===== src/rtl/uart_rx_core_if.sv =====
// ============================================================================
// Module   : uart_rx_core_if
// Brief    : Serial input plus byte valid/ready bundle for uart_rx_core.
// Revision : 1.0
// ============================================================================
`default_nettype none

interface uart_rx_core_if #(
   parameter int DATA_BITS = 8
);
   logic                 rx;
   logic [DATA_BITS-1:0] out_data;
   logic                 out_valid;
   logic                 out_ready;
   logic                 frame_err;
   logic                 parity_err;
   logic                 overrun;

   // master: the receiver, which produces bytes from the serial line
   modport master (
      input  rx,
      input  out_ready,
      output out_data,
      output out_valid,
      output frame_err,
      output parity_err,
      output overrun
   );

   modport slave (
      output rx,
      output out_ready,
      input  out_data,
      input  out_valid,
      input  frame_err,
      input  parity_err,
      input  overrun
   );
endinterface

`default_nettype wire


===== src/rtl/uart_rx_core.sv =====
// ============================================================================
// Module   : uart_rx_core
// Brief    : UART receiver with mid-bit sampling and a one-entry valid/ready
//            holding register. Define UART_RX_PARITY_EN to add a parity bit.
// Revision : 1.0
// ============================================================================
`default_nettype none

module uart_rx_core #(
   parameter int CLK_PER_BIT = 16,
   parameter int DATA_BITS   = 8,
   parameter bit PARITY_ODD  = 1'b0
) (
   input  wire logic      clk,
   input  wire logic      reset,
   uart_rx_core_if.master bus
);

   localparam int c_HALF = CLK_PER_BIT / 2;
   localparam int c_CW   = $clog2(CLK_PER_BIT);
   localparam int c_IW   = $clog2(DATA_BITS);
   localparam logic [c_CW-1:0] c_CNT_MID  = c_CW'(c_HALF - 1);
   localparam logic [c_CW-1:0] c_CNT_LAST = c_CW'(CLK_PER_BIT - 1);
   localparam logic [c_IW-1:0] c_IDX_LAST = c_IW'(DATA_BITS - 1);

`ifdef UART_RX_PARITY_EN
   typedef enum logic [2:0] {
      S_IDLE   = 3'd0,
      S_START  = 3'd1,
      S_DATA   = 3'd2,
      S_PARITY = 3'd3,
      S_STOP   = 3'd4,
      S_BREAK  = 3'd5
   } state_t;
`else
   typedef enum logic [2:0] {
      S_IDLE   = 3'd0,
      S_START  = 3'd1,
      S_DATA   = 3'd2,
      S_STOP   = 3'd4,
      S_BREAK  = 3'd5
   } state_t;
`endif

   state_t               r_state;
   logic                 r_rx_meta;
   logic                 r_rx_s;
   logic [c_CW-1:0]      r_cnt;
   logic [c_IW-1:0]      r_idx;
   logic [DATA_BITS-1:0] r_shift;
   logic [DATA_BITS-1:0] r_data;
   logic                 r_valid;
   logic                 r_ferr;
   logic                 r_perr;
   logic                 r_overrun;
`ifdef UART_RX_PARITY_EN
   logic                 r_par_bad;
`endif

   always_ff @(posedge clk) begin
      if (reset) begin
         r_rx_meta <= 1'b1;
         r_rx_s    <= 1'b1;
         r_state   <= S_IDLE;
         r_cnt     <= '0;
         r_idx     <= '0;
         r_shift   <= '0;
         r_data    <= '0;
         r_valid   <= 1'b0;
         r_ferr    <= 1'b0;
         r_perr    <= 1'b0;
         r_overrun <= 1'b0;
`ifdef UART_RX_PARITY_EN
         r_par_bad <= 1'b0;
`endif
      end else begin
         r_rx_meta <= bus.rx;
         r_rx_s    <= r_rx_meta;
         r_overrun <= 1'b0;
         r_cnt     <= r_cnt + c_CW'(1);

         if (r_valid && bus.out_ready)
            r_valid <= 1'b0;

         case (r_state)
            S_IDLE: begin
               r_cnt <= '0;
               if (!r_rx_s)
                  r_state <= S_START;
            end
            S_START: begin
               if (r_cnt == c_CNT_MID) begin
                  r_cnt   <= '0;
                  r_idx   <= '0;
                  r_state <= r_rx_s ? S_IDLE : S_DATA;
               end
            end
            S_DATA: begin
               if (r_cnt == c_CNT_LAST) begin
                  r_cnt          <= '0;
                  r_shift[r_idx] <= r_rx_s;
                  if (r_idx == c_IDX_LAST) begin
                     r_idx <= '0;
`ifdef UART_RX_PARITY_EN
                     r_state <= S_PARITY;
`else
                     r_state <= S_STOP;
`endif
                  end else begin
                     r_idx <= r_idx + c_IW'(1);
                  end
               end
            end
`ifdef UART_RX_PARITY_EN
            S_PARITY: begin
               if (r_cnt == c_CNT_LAST) begin
                  r_cnt     <= '0;
                  r_par_bad <= (^r_shift) ^ r_rx_s ^ PARITY_ODD;
                  r_state   <= S_STOP;
               end
            end
`endif
            S_STOP: begin
               if (r_cnt == c_CNT_LAST) begin
                  r_cnt   <= '0;
                  r_state <= r_rx_s ? S_IDLE : S_BREAK;
                  // A handshake on this edge frees the slot for the new byte
                  if (!r_valid || bus.out_ready) begin
                     r_data  <= r_shift;
                     r_ferr  <= ~r_rx_s;
                     r_valid <= 1'b1;
`ifdef UART_RX_PARITY_EN
                     r_perr  <= r_par_bad;
`else
                     r_perr  <= 1'b0 & PARITY_ODD;
`endif
                  end else begin
                     r_overrun <= 1'b1;
                  end
               end
            end
            S_BREAK: begin
               r_cnt <= '0;
               if (r_rx_s)
                  r_state <= S_IDLE;
            end
            default: begin
               r_cnt   <= '0;
               r_state <= S_IDLE;
            end
         endcase
      end
   end

   assign bus.out_data   = r_data;
   assign bus.out_valid  = r_valid;
   assign bus.frame_err  = r_ferr;
   assign bus.parity_err = r_perr;
   assign bus.overrun    = r_overrun;

endmodule

`default_nettype wire


===== src/flat_wrapper.sv =====
// flat-port wrapper written by rule: the top's interface ports become plain ports
module uart_rx_core_flat 
#(
   parameter int CLK_PER_BIT = 16,
   parameter int DATA_BITS   = 8,
   parameter bit PARITY_ODD  = 1'b0
)
  (clk, reset, bus_rx, bus_out_ready, bus_out_data, bus_out_valid, bus_frame_err, bus_parity_err, bus_overrun);
  uart_rx_core_if #(.DATA_BITS(DATA_BITS)) bus_i ();
  input  wire logic clk;
  input  wire logic reset;
  input wire logic [$bits(bus_i.rx)-1:0] bus_rx;
  input wire logic [$bits(bus_i.out_ready)-1:0] bus_out_ready;
  output wire logic [$bits(bus_i.out_data)-1:0] bus_out_data;
  output wire logic [$bits(bus_i.out_valid)-1:0] bus_out_valid;
  output wire logic [$bits(bus_i.frame_err)-1:0] bus_frame_err;
  output wire logic [$bits(bus_i.parity_err)-1:0] bus_parity_err;
  output wire logic [$bits(bus_i.overrun)-1:0] bus_overrun;
  assign bus_i.rx = bus_rx;
  assign bus_i.out_ready = bus_out_ready;
  assign bus_out_data = bus_i.out_data;
  assign bus_out_valid = bus_i.out_valid;
  assign bus_frame_err = bus_i.frame_err;
  assign bus_parity_err = bus_i.parity_err;
  assign bus_overrun = bus_i.overrun;
  uart_rx_core #(.CLK_PER_BIT(CLK_PER_BIT), .DATA_BITS(DATA_BITS), .PARITY_ODD(PARITY_ODD)) u_core (.clk(clk), .reset(reset), .bus(bus_i));
endmodule

===== config.mk =====
export PLATFORM = sky130hd
export DESIGN_NAME = uart_rx_core_flat
export DESIGN_NICKNAME = d
export VERILOG_FILES = /design/src/rtl/uart_rx_core_if.sv /design/src/rtl/uart_rx_core.sv /design/src/flat_wrapper.sv
export SDC_FILE = /design/constraint.sdc
export NUM_CORES = 1
export LEC_CHECK = 0
export BUFFER_PORTS_ARGS = -buffer_cell sky130_fd_sc_hd__buf_2
export CORE_MARGIN = 2
export CORE_UTILIZATION = 56
export DETAILED_ROUTE_END_ITERATION = 10
export PLACE_DENSITY = 0.76
export SYNTH_ARGS = -nofsm -noshare
export SYNTH_HDL_FRONTEND = slang
export SYNTH_SLANG_ARGS = --single-unit

===== constraint.sdc =====
create_clock -name clk -period 2 [get_ports clk]
set_input_delay 0.4 -clock clk [delete_from_list [all_inputs] [get_ports clk]]
set_output_delay 0.4 -clock clk [all_outputs]
set_load 0.05 [all_outputs]

; Word-level counts from Yosys, hierarchy flattened
; Index checks and enable logic that the tools add are counted.
[op_classes]
n_addsub = 2
magnitude_cmp = 2
n_eq_ne = 13
muxes = 24
n_bitwise = 3
n_reduce_logical = 12
[ops]
columns = operator, n
row1 = 2-to-1 mux 3 bit, 10
row2 = one-hot mux 3 bit (5 select lines), 1
row3 = != test 2 x 1 -> 1 bit (second input constant), 5
row4 = equality test 3 bit (second input constant), 3
row5 = bitwise mux 8 bit, 1
row6 = 2-to-1 mux 4 bit, 2
row7 = one-hot mux 4 bit (2 select lines), 1
row8 = 2-to-1 mux 1 bit, 6
row9 = one-hot mux 3 bit (2 select lines), 1
row10 = AND reduction 3 bit, 2
row11 = AND reduction 6 bit, 1
row12 = adder 4 x 1 -> 4 bit (second input constant), 1
row13 = equality test 4 x 3 -> 1 bit (second input constant), 1
row14 = equality test 4 bit (second input constant), 1
row15 = < comparator 3 x 4 -> 1 bit (second input constant), 1
row16 = adder 3 x 1 -> 3 bit (second input constant), 1
row17 = demux 1 bit (select 3 bit), 1
row18 = equality test 3 x 1 -> 1 bit (second input constant), 1
row19 = equality test 3 x 2 -> 1 bit (second input constant), 1
row20 = >= comparator 3 x 1 -> 1 bit (second input constant), 1
row21 = logical NOT 3 bit, 1
row22 = inverter 1 bit, 3
row23 = OR reduction 3 bit, 1
row24 = logical AND 1 bit, 2
row25 = other kinds (7), 7
[word_totals]
reg_bits = 31
input_bits = 4
out_inout_bits = 12
elab_cells = 66

; Logic depth before layout (Yosys ltp)
; Gate-level depths: netlist of run 1.
[logic_depth]
word_depth = 5
depth_mapped = 6
depth_no_buf = 4

; Worst setup path before layout of run 1
; OpenSTA, ideal clock, no wires.
[synth_path]
path_kind = register to register
from = register u_core.r_cnt[0]
to = register u_core.r_ferr (netlist: u_core.bus.frame_err)
setup_ns = 0.123
t_arrival_ns = 1.533
required_ns = 1.877
path_slack_ns = 0.344
stages_incl_launch_ff = 7
path_buffers = 2
synth_period_minus_slack_ns = 1.656
path_cell_list = dfxtp_1 > ha_1 > and3_1 > buf_2 > and4_1 > buf_6 > mux2_1
[synth_via]
elab_chain_len = 2
[synth_lines]
columns = item, line_no
row1 = start: declaration, uart_rx_core.sv:48  ; logic [c_CW-1:0] r_cnt;
row2 = start signal: assignment, uart_rx_core.sv:80  ; r_cnt <= r_cnt + c_CW'(1);
row3 = equality test 4 bit, uart_rx_core.sv:124  ; if (r_cnt == c_CNT_LAST) begin
row4 = AND reduction 3 bit (no line), -
row5 = end signal: assignment, uart_rx_core.sv:130  ; r_ferr <= ~r_rx_s;
row6 = end: declaration, uart_rx_core.sv:53  ; logic r_ferr;
; No other way between the ends.
; A chain may end at the register's enable or synchronous reset.

; Worst setup path in the final report of run 1
[layout_path]
from = register u_core.r_cnt[0]
to = register u_core.r_data[5] (netlist: u_core.bus.out_data[5])
[layout_via]
elab_chain_len = 2
[layout_lines]
columns = item, line_no
row1 = equality test 4 bit, uart_rx_core.sv:124
row2 = AND reduction 3 bit (no line), -
row3 = end signal: assignment, uart_rx_core.sv:129  ; r_data <= r_shift;
row4 = end: declaration, uart_rx_core.sv:51  ; logic [DATA_BITS-1:0] r_data;
; No other way between the ends.

==> results of run 1 <==
-- cell usage after synthesis, types with 2 or more instances --
master	n	area, µm²
sky130_fd_sc_hd__nor4_1	2	12.51
sky130_fd_sc_hd__nand3_1	3	15.01
sky130_fd_sc_hd__or4b_2	2	20.02
sky130_fd_sc_hd__buf_2	5	25.02
sky130_fd_sc_hd__or2_2	3	18.77
sky130_fd_sc_hd__o21ai_0	2	10.01
sky130_fd_sc_hd__nor3_1	7	35.03
sky130_fd_sc_hd__o22ai_1	2	12.51
sky130_fd_sc_hd__nand3b_1	2	15.01
sky130_fd_sc_hd__nor4b_1	2	17.52
sky130_fd_sc_hd__mux2_1	2	22.52
sky130_fd_sc_hd__inv_1	3	11.26
sky130_fd_sc_hd__nand2_1	23	86.33
sky130_fd_sc_hd__dfxtp_1	31	620.6
sky130_fd_sc_hd__mux2i_1	20	200.2
sky130_fd_sc_hd__nor2_1	9	33.78
sky130_fd_sc_hd__and3_1	2	12.51
sky130_fd_sc_hd__nand4_1	3	18.77
sky130_fd_sc_hd__clkbuf_1	5	18.77
sky130_fd_sc_hd__ha_1	3	37.54
sky130_fd_sc_hd__a21oi_1	3	15.01
-- report_power, final --
part	internal, mW	leakage [nW]	switching [mW]
Clock	0.207	0.0386	0.215
Combinational	0.0141	0.339	0.0291
Sequential	0.621	0.250	0.00244
-- cells by family after synthesis --
logic type | Yosys count | synth area share [%]
other cells | 1 | 0.2588
compound gates | 14 | 7.427
xor+xnor | 2 | 1.209
buf+inv | 15 | 5.095
flops | 31 | 42.83
simple gates | 67 | 25.22
fa+ha+maj | 3 | 2.591
mux | 22 | 15.37
-- sequential cells by signal, indices dropped and copies added, names as in the netlist --
signal                flops
u_core.bus.frame_err      1
u_core.bus.out_data       8
u_core.bus.out_valid      1
u_core.bus.overrun        1
u_core.r_cnt              4
u_core.r_idx              3
u_core.r_rx_meta          1
u_core.r_rx_s             1
u_core.r_shift            8
u_core.r_state            3
-- worst reg2reg max path: stages, from the launching register on --
cell and delay [ns]:
sky130_fd_sc_hd__dfxtp_1 0.37, sky130_fd_sc_hd__ha_1 0.31, sky130_fd_sc_hd__and3_1 0.38, sky130_fd_sc_hd__and4_1 0.28
sky130_fd_sc_hd__buf_4 0.22, sky130_fd_sc_hd__mux2i_1 0.23
-- metrics by stage --
| step | setup slack, ns | area, µm² |
|---|---|---|
| floorplan | 0.3442 | 1449 |
| global placement | 0.2787 | 1524 |
| detailed placement | 0.1872 | 1524 |
| CTS | 0.1502 | 1593 |
| global route | 0.01013 | 1599 |
| finish | 0.1466 | 1599 |
-- final cells by class --
| class | count | share of cell area, % |
|---|---|---|
| Multi-Input combinational cell | 109 | 47.57 |
| Sequential cell | 31 | 38.81 |
| Timing Repair Buffer | 18 | 6.260 |
| Clock buffer | 8 | 4.304 |
| Tap cell | 30 | 2.347 |
| Inverter | 3 | 0.7042 |
-- worst paths after layout --
check,start,to,slack (ns),depth (start not counted)
max reg2reg,u_core.r_cnt[0],u_core.bus.out_data[5],0.15,5
min,bus_rx,u_core.r_rx_meta,0.26,2
max,u_core.r_cnt[0],u_core.bus.out_data[5],0.15,5
min reg2reg,u_core.r_rx_meta,u_core.r_rx_s,0.41,1
-- timing repair --
item	in CTS	in global routing
setup endpoints to repair	0	1
gates resized for setup	0	1
setup buffers	0	0
-- layer usage --
layer	vias to the layer above	global-route usage, %	wire, µm
li1	572	-	-
met1	530	28.55	1341
met2	17	37.70	1372
met3	5	5.191	118
met4	0	12.08	32
met5	-	0	0
==> metrics.log, run 1 <==
INFO  metric drc = 0
INFO  metric largest_net_degree_at_the_start_of_global_routing = 19
INFO  metric timing.critical_path.required = 2.26 ns
INFO  metric mean_syn_cell_area = 9.348 µm²
INFO  metric critical_path.max_stage_delay = 0.38 ns
INFO  metric detailedPlacementHpwl = 2.008 mm
INFO  metric report.final.hold_viol_count = 0
INFO  metric power_density = 680.6 nW/µm²
INFO  metric post_layout_util = 65.14%
INFO  metric gr-total-overflow = 0
INFO  metric grt_total_usage = 23.26%
INFO  metric report.final.setup_viol = 0
INFO  metric max_clock_skew = 0.008754 ns
INFO  metric post_synth_edffs = 0
INFO  metric final_period_minus_worst_setup_slack = 1.853 ns
INFO  metric cts_tree = done
INFO  metric areaGrowthSynthToFinish = 10.36%
INFO  metric filler_cell_count = 223
INFO  metric final_antenna_net_count = 0
INFO  metric antenna_violations_before_repair = 0
INFO  metric stdcell_count = 199
INFO  metric placed_cells_incl_taps = 191
INFO  metric clock.fmax = 539.6 MHz
INFO  metric critical_path.endpoint_type = register
INFO  metric timing.max_slew.rel_slack = 60.50%
INFO  metric cts_max_path_buffers = 2
INFO  metric postSynthCellCount = 155
INFO  metric worst-slew-pin-transition = 0.5842 ns
INFO  metric violation_count_after_the_first_detailed_route_iteration = 14
INFO  metric die_w = 54.87 µm
INFO  metric path_class = reg -> reg
INFO  metric p_leak = 0.6277 nW
INFO  metric critical-path-top-delay-family = simple AND/OR/NAND/NOR gates
INFO  metric cells_traversed_along_the_worst_timing_path = ha_1 > and3_1 > and4_1 > buf_4 > mux2i_1
INFO  metric synth_ff_type = sky130_fd_sc_hd__dfxtp_1
INFO  metric setup-tns-final = 0 ns
INFO  metric wp_buf_inv = 1
INFO  metric totalWireLength = 2.865 mm
INFO  metric fraction_of_synthesis_flops_using_an_asynchronous_set_or_reset_pin = 0%
INFO  metric ys_warn_count = 0
INFO  metric report.power.total = 1.088 mW
INFO  metric post_drt_via_cell_ratio = 5.648
INFO  metric clockRootBuffer = sky130_fd_sc_hd__clkbuf_4
INFO  metric gp_congestion = 0.7553
INFO  metric clock-sinks = 31
INFO  metric synth.ff_latch_count = 31
INFO  metric drt_first_pass_iters = 4
INFO  metric run_status = complete, no violations
INFO  metric vias = 1124
INFO  metric post_synth_instance_area = 1449 µm²
INFO  metric mappedNetlistNets = 162
INFO  metric cts_buffers = 5
INFO  metric die_height = 54.87 µm
INFO  metric post-route-period-util = 92.67%
INFO  metric worst_ir_drop_vdd = 556.6 µV
INFO  metric num_antenna_cells = 0
INFO  metric timing.max_cap.violations = 0
INFO  metric min-delay-path-class = in -> reg
INFO  metric final_net_count = 175
INFO  metric start_kind = register
INFO  metric buffer_ports.inserted = 14
INFO  metric std_cell_rows = 18
INFO  metric slew_violations = 0
INFO  metric slowest_stage = sky130_fd_sc_hd__and3_1
INFO  metric final.hold.worst_slack = 0.2579 ns
INFO  metric layout-drive-gt1-share = 19.53%
INFO  metric layout.cells.most_common = sky130_fd_sc_hd__dfxtp_1
INFO  metric die_area = 3010 µm²
INFO  metric route.detailed.wl_per_inst = 14.40 µm
INFO  metric via_count_of_the_first_global_routing_pass = 1044
INFO  metric final_cell_mix = 31 x sky130_fd_sc_hd__dfxtp_1, 23 x sky130_fd_sc_hd__nand2_1, 20 x sky130_fd_sc_hd__mux2i_1, 14 x sky130_fd_sc_hd__buf_2, 9 x sky130_fd_sc_hd__nor2_1
INFO  metric core_region_area = 2455 µm²
INFO  metric ioPinCount = 16
INFO  metric clk_latency = 0.33 ns
INFO  metric post_synth_num_cell_types = 42
INFO  metric cts_htree_levels = 2
INFO  metric multiInputGateArea = 760.7 µm²
INFO  metric synth_sequential_area_ratio = 42.83%
INFO  metric rsz0062_at_grt = false
INFO  metric clkSlewWorstSetupHoldPaths = 0.09 ns
INFO  metric critPathArrivalTime = 2.11 ns
INFO  metric cts-hold-fix-buffers = 0
INFO  metric grt_first_pass_wirelength = 4.788 mm
INFO  metric effective_utilization_at_floorplan = 59.02%
INFO  metric maximum_net_fanout_on_the_critical_path = 8
INFO  metric area.sequential = 620.6 µm²
Power figures use the tool's default switching activity.
==> inputs of run 2 (changes only) <==
Settings changed: CTS_CLUSTER_SIZE from default to 28, RECOVER_POWER from default to 50.
==> metrics.log, run 2 (synthesized netlist as in run 1, its figures left out) <==
INFO  metric clkSlewWorstSetupHoldPaths = 0.09 ns
INFO  metric die_height = 54.87 µm
INFO  metric multiInputGateArea = 760.7 µm²
INFO  metric cts_htree_levels = 2
INFO  metric stdcell_count = 199
INFO  metric critical_path.max_stage_delay = 0.38 ns
INFO  metric gp_congestion = 0.7553
INFO  metric buffer_ports.inserted = 14
INFO  metric die_w = 54.87 µm
INFO  metric rsz0062_at_grt = false
INFO  metric run_status = complete, no violations
INFO  metric num_antenna_cells = 0
INFO  metric post_drt_via_cell_ratio = 5.648
INFO  metric drt_first_pass_iters = 4
INFO  metric grt_first_pass_wirelength = 4.788 mm
INFO  metric reg2reg_slack = 0.15 ns
INFO  metric final_cell_mix = 31 x sky130_fd_sc_hd__dfxtp_1, 23 x sky130_fd_sc_hd__nand2_1, 20 x sky130_fd_sc_hd__mux2i_1, 13 x sky130_fd_sc_hd__clkbuf_1, 9 x sky130_fd_sc_hd__nor2_1
INFO  metric effective_utilization_at_floorplan = 59.02%
INFO  metric critPathArrivalTime = 2.11 ns
INFO  metric critical_path.endpoint_type = register
INFO  metric critical-path-top-delay-family = simple AND/OR/NAND/NOR gates
INFO  metric setup-tns-final = 0 ns
INFO  metric max_clock_skew = 0.008769 ns
INFO  metric clock.fmax = 539.7 MHz
INFO  metric power_density = 686.8 nW/µm²
INFO  metric clock-sinks = 31
INFO  metric drc = 0
INFO  metric timing.max_cap.violations = 0
INFO  metric layout-drive-gt1-share = 12.43%
INFO  metric final_net_count = 175
INFO  metric std_cell_rows = 18
INFO  metric wp_buf_inv = 1
INFO  metric totalWireLength = 2.859 mm
INFO  metric post-route-period-util = 92.65%
INFO  metric violation_count_after_the_first_detailed_route_iteration = 14
INFO  metric start_kind = register
INFO  metric ioPinCount = 16
INFO  metric worst-slew-pin-transition = 0.5839 ns
INFO  metric p_leak = 0.5763 nW
INFO  metric filler_cell_count = 231
INFO  metric layout.cells.most_common = sky130_fd_sc_hd__dfxtp_1
INFO  metric cts_tree = done
INFO  metric path_class = reg -> reg
INFO  metric worst_ir_drop_vdd = 556.6 µV
INFO  metric via_count_of_the_first_global_routing_pass = 1044
INFO  metric detailedPlacementHpwl = 2.008 mm
INFO  metric report.final.setup_viol = 0
INFO  metric maximum_net_fanout_on_the_critical_path = 8
INFO  metric core_region_area = 2455 µm²
INFO  metric vias = 1124
INFO  metric final_antenna_net_count = 0
INFO  metric cts_max_path_buffers = 2
INFO  metric final.hold.worst_slack = 0.2583 ns
INFO  metric final_period_minus_worst_setup_slack = 1.853 ns
INFO  metric post_cts.repair.setup_buffers = 0
INFO  metric min-delay-path-class = in -> reg
INFO  metric clockRootBuffer = sky130_fd_sc_hd__clkbuf_4
INFO  metric cts_buffers = 5
INFO  metric clk_latency = 0.33 ns
INFO  metric slowest_stage = sky130_fd_sc_hd__and3_1
INFO  metric grt_total_usage = 23.26%
INFO  metric route.detailed.wl_per_inst = 14.37 µm
INFO  metric timing.critical_path.required = 2.26 ns
INFO  metric slew_violations = 0
INFO  metric antenna_violations_before_repair = 0
INFO  metric area.sequential = 620.6 µm²
INFO  metric die_area = 3010 µm²
INFO  metric largest_net_degree_at_the_start_of_global_routing = 19
INFO  metric timing.max_slew.rel_slack = 60.52%
INFO  metric areaGrowthSynthToFinish = 9.326%
INFO  metric report.final.hold_viol_count = 0
INFO  metric placed_cells_incl_taps = 191
INFO  metric cells_traversed_along_the_worst_timing_path = ha_1 > and3_1 > and4_1 > buf_4 > mux2i_1
INFO  metric gr-total-overflow = 0
[run 2: worst register-to-register path, stage by stage, from the launching register on]
cell and delay, ns:
sky130_fd_sc_hd__dfxtp_1 0.37, sky130_fd_sc_hd__ha_1 0.31, sky130_fd_sc_hd__and3_1 0.38, sky130_fd_sc_hd__and4_1 0.28, sky130_fd_sc_hd__buf_4 0.22, sky130_fd_sc_hd__mux2i_1 0.23
[run 2: routing by layer]
| layer | share of wire [%] | vias up | GRT usage (%) |
|---|---|---|---|
| li1 | - | 572 | - |
| met1 | 47 | 530 | 28.55 |
| met2 | 48 | 17 | 37.70 |
| met3 | 4.0 | 5 | 5.191 |
| met4 | 1.1 | 0 | 12.08 |
| met5 | 0 | - | 0 |
[run 2: worst paths after layout]
| path | from | cells past startpoint | to |
|---|---|---|---|
| setup / recovery | u_core.r_cnt[0] | 5 | u_core.bus.out_data[5] |
| hold / removal | bus_rx | 2 | u_core.r_rx_meta |
| setup reg to reg | u_core.r_cnt[0] | 5 | u_core.bus.out_data[5] |
| hold reg to reg | u_core.r_rx_meta | 1 | u_core.r_rx_s |
[run 2: what timing repair did]
item,4_1_cts,5_1_grt
hold endpoints to repair,0,0
endpoints found under the setup margin,0,1
hold buffers,0,0
gates resized for setup,0,1
[run 2: stage by stage]
step	utilization [%]	setup WS [ns]	area [µm²]	total power, mW
3_3_place_gp	62.08	0.2787	1524	0.6787
3_5_place_dp	62.08	0.1872	1524	0.6801
6_report	64.53	0.1471	1584	1.088
5_1_grt	64.53	0.01013	1584	1.124
2_1_floorplan	-	0.3442	1449	0.6694
4_1_cts	64.88	0.1502	1593	1.096
[run 2: where the power goes]
group	internal, mW	leakage, nW	switching (mW)
registers	0.621	0.250	0.00244
logic	0.0138	0.287	0.0291
clock network	0.207	0.0386	0.215
[run 2: cell type report]
type                    count  area share [%]
well taps                  30           2.370
repair buffers             18           5.371
clock buffers               8           4.344
inverters                   3          0.7109
multi-input cells         109           48.03
flip-flops and latches     31           39.18
==> inputs of run 3 (changes only) <==
Settings changed: CORE_UTILIZATION 56 to 50, PLACE_DENSITY 0.76 to 0.71.
Clock period 2 ns to 1.6 ns, I/O delays scaled along.
==> metrics.log, run 3 (synthesized netlist as in run 1, its figures left out) <==
INFO  metric worst-slew-pin-transition = 0.5930 ns
INFO  metric die_area = 3344 µm²
INFO  metric cts-hold-fix-buffers = 0
INFO  metric worst_ir_drop_vdd = 704.0 µV
INFO  metric timing.max_cap.violations = 0
INFO  metric antenna_violations_before_repair = 0
INFO  metric filler_cell_count = 250
INFO  metric drc = 0
INFO  metric final_cell_mix = 27 x sky130_fd_sc_hd__dfxtp_1, 22 x sky130_fd_sc_hd__nand2_1, 20 x sky130_fd_sc_hd__mux2i_1, 10 x sky130_fd_sc_hd__clkbuf_2, 9 x sky130_fd_sc_hd__nor2_1
INFO  metric post_drt_via_cell_ratio = 5.678
INFO  metric num_antenna_cells = 0
INFO  metric setup-tns-final = 0 ns
INFO  metric reg2reg_slack = 0.09 ns
INFO  metric totalWireLength = 2.932 mm
INFO  metric clock.fmax = 663.9 MHz
INFO  metric highest_layer = met4
INFO  metric route.detailed.wl_per_inst = 14.10 µm
INFO  metric timing.critical_path.required = 1.84 ns
INFO  metric violation_count_after_the_first_detailed_route_iteration = 57
INFO  metric post-route-period-util = 94.14%
INFO  metric postCtsResizedCells = 0
INFO  metric die_w = 57.83 µm
INFO  metric final.hold.worst_slack = 0.1608 ns
INFO  metric report.final.hold_viol_count = 0
INFO  metric p_leak = 0.6423 nW
INFO  metric hold-path-cell-count = 2
INFO  metric worstHoldStart = bus_rx
INFO  metric power_density = 822.7 nW/µm²
INFO  metric final_antenna_net_count = 0
INFO  metric clock-sinks = 31
INFO  metric final_period_minus_worst_setup_slack = 1.506 ns
INFO  metric worst-r2r-cell-count = 4
INFO  metric final_net_count = 183
INFO  metric drt_first_pass_iters = 4
INFO  metric gp_congestion = 0.9101
INFO  metric layout-drive-gt1-share = 24.29%
INFO  metric clk_latency = 0.34 ns
INFO  metric die_height = 57.83 µm
INFO  metric grt_first_pass_wirelength = 5.078 mm
INFO  metric std_cell_rows = 19
INFO  metric vias = 1181
INFO  metric layout.cells.most_common = sky130_fd_sc_hd__dfxtp_1
INFO  metric detailedPlacementHpwl = 2.087 mm
INFO  metric cts_buffers = 5
INFO  metric ioPinCount = 16
INFO  metric amount_of_wire_on_met2_after_detailed_routing = 1.405 mm
INFO  metric gr-total-overflow = 0
INFO  metric grt_total_usage = 20.37%
INFO  metric reg2reg_from = u_core.r_state[1]
INFO  metric wl_met3 = 178 µm
INFO  metric cts_max_path_buffers = 2
INFO  metric critical_path.endpoint_type = register
INFO  metric min-delay-path-class = in -> reg
INFO  metric post-route-worst-setup-slack = 0.09376 ns
INFO  metric via_count_of_the_first_global_routing_pass = 1129
INFO  metric timing.max_slew.rel_slack = 60.64%
INFO  metric clkSlewWorstSetupHoldPaths = 0.10 ns
INFO  metric effective_utilization_at_floorplan = 52.54%
INFO  metric path_class = reg -> reg
INFO  metric buffer_ports.inserted = 14
INFO  metric maximum_net_fanout_on_the_critical_path = 8
INFO  metric min_to = u_core.r_rx_meta
INFO  metric cts_tree = done
INFO  metric largest_net_degree_at_the_start_of_global_routing = 14
INFO  metric areaGrowthSynthToFinish = 15.20%
INFO  metric max_clock_skew = 0.006471 ns
INFO  metric report.final.setup_viol = 0
INFO  metric clockRootBuffer = sky130_fd_sc_hd__clkbuf_4
INFO  metric critPathArrivalTime = 1.74 ns
INFO  metric place_worst_setup_slack = 0.06909 ns
INFO  metric core_region_area = 2758 µm²
INFO  metric post_cts.repair.setup_buffers = 0
INFO  metric r2r_end = u_core.r_idx[0]
INFO  metric slew_violations = 0
INFO  metric rsz0062_at_grt = false
INFO  metric cts_htree_levels = 2
INFO  metric wl_met1 = 1.284 mm
INFO  metric run_status = complete, no violations
INFO  metric start_kind = register
[run 3: changes by cell type in the layout (fill, tap and decap cells not counted), moves of 4 or more]
| cell | previous run | this run |
|---|---|---|
| sky130_fd_sc_hd__buf_4 | 4 | 8 |
| sky130_fd_sc_hd__clkbuf_1 | 13 | 4 |
| sky130_fd_sc_hd__clkbuf_2 | 0 | 10 |
| sky130_fd_sc_hd__dfxtp_1 | 31 | 27 |
| sky130_fd_sc_hd__dfxtp_2 | 0 | 4 |
[run 3: critical path, stage by stage (launching register included)]
cell and delay (ns):
sky130_fd_sc_hd__dfxtp_1 0.47, sky130_fd_sc_hd__buf_4 0.20, sky130_fd_sc_hd__nand3b_1 0.13, sky130_fd_sc_hd__a211oi_4 0.27
sky130_fd_sc_hd__mux2_1 0.33
[run 3: report_power, final]
group / total (mW) / internal [mW] / switching (mW)
Combinational: 0.0528 / 0.0189 / 0.0339
Sequential: 0.782 / 0.777 / 0.00520
Clock: 0.539 / 0.257 / 0.282
Total: 1.37 / 1.05 / 0.321
[run 3: area by class of cell]
cell class	instances	area, µm²	share of cell area, %
multi-input combinational	109	769.5	46.10
sequential	31	625.6	37.48
timing repair buffer	26	151.4	9.070
clock buffer	7	65.06	3.898
tap	31	38.79	2.324
inverter	3	11.26	0.6747
clock inverter	1	7.507	0.4498
[run 3: routing by layer]
metal  global-route usage, %  up-vias
li1                        -      587
met4                   10.30        0
met5                       0        -
met2                   33.12       29
met1                   23.34      558
met3                   7.813        7
[run 3: how the worst max path moves through the flow]
stage / from / end / slack (ns) / depth (start not counted)
after floorplan: u_core.r_cnt[0] / u_core.bus.frame_err / 0.01 / 6
after global placement: u_core.r_state[0] / u_core.r_idx[0] / 0.12 / 3
after detailed placement: u_core.r_state[0] / u_core.r_idx[0] / 0.07 / 3
after CTS: u_core.r_cnt[0] / u_core.r_state[1] / 0.03 / 4
after global routing: u_core.r_cnt[0] / u_core.bus.out_data[3] / 0.01 / 5
final: u_core.r_state[1] / u_core.r_idx[0] / 0.09 / 4
[run 3: through the flow]
step	total power, mW	std cells	util [%]	instance area, µm²
6_report	1.373	208	60.53	1669
2_1_floorplan	0.8375	155	-	1461
4_1_cts	1.393	208	60.57	1670
3_5_place_dp	0.8549	200	57.94	1598
5_1_grt	1.420	208	60.53	1669
3_3_place_gp	0.8528	200	57.94	1598
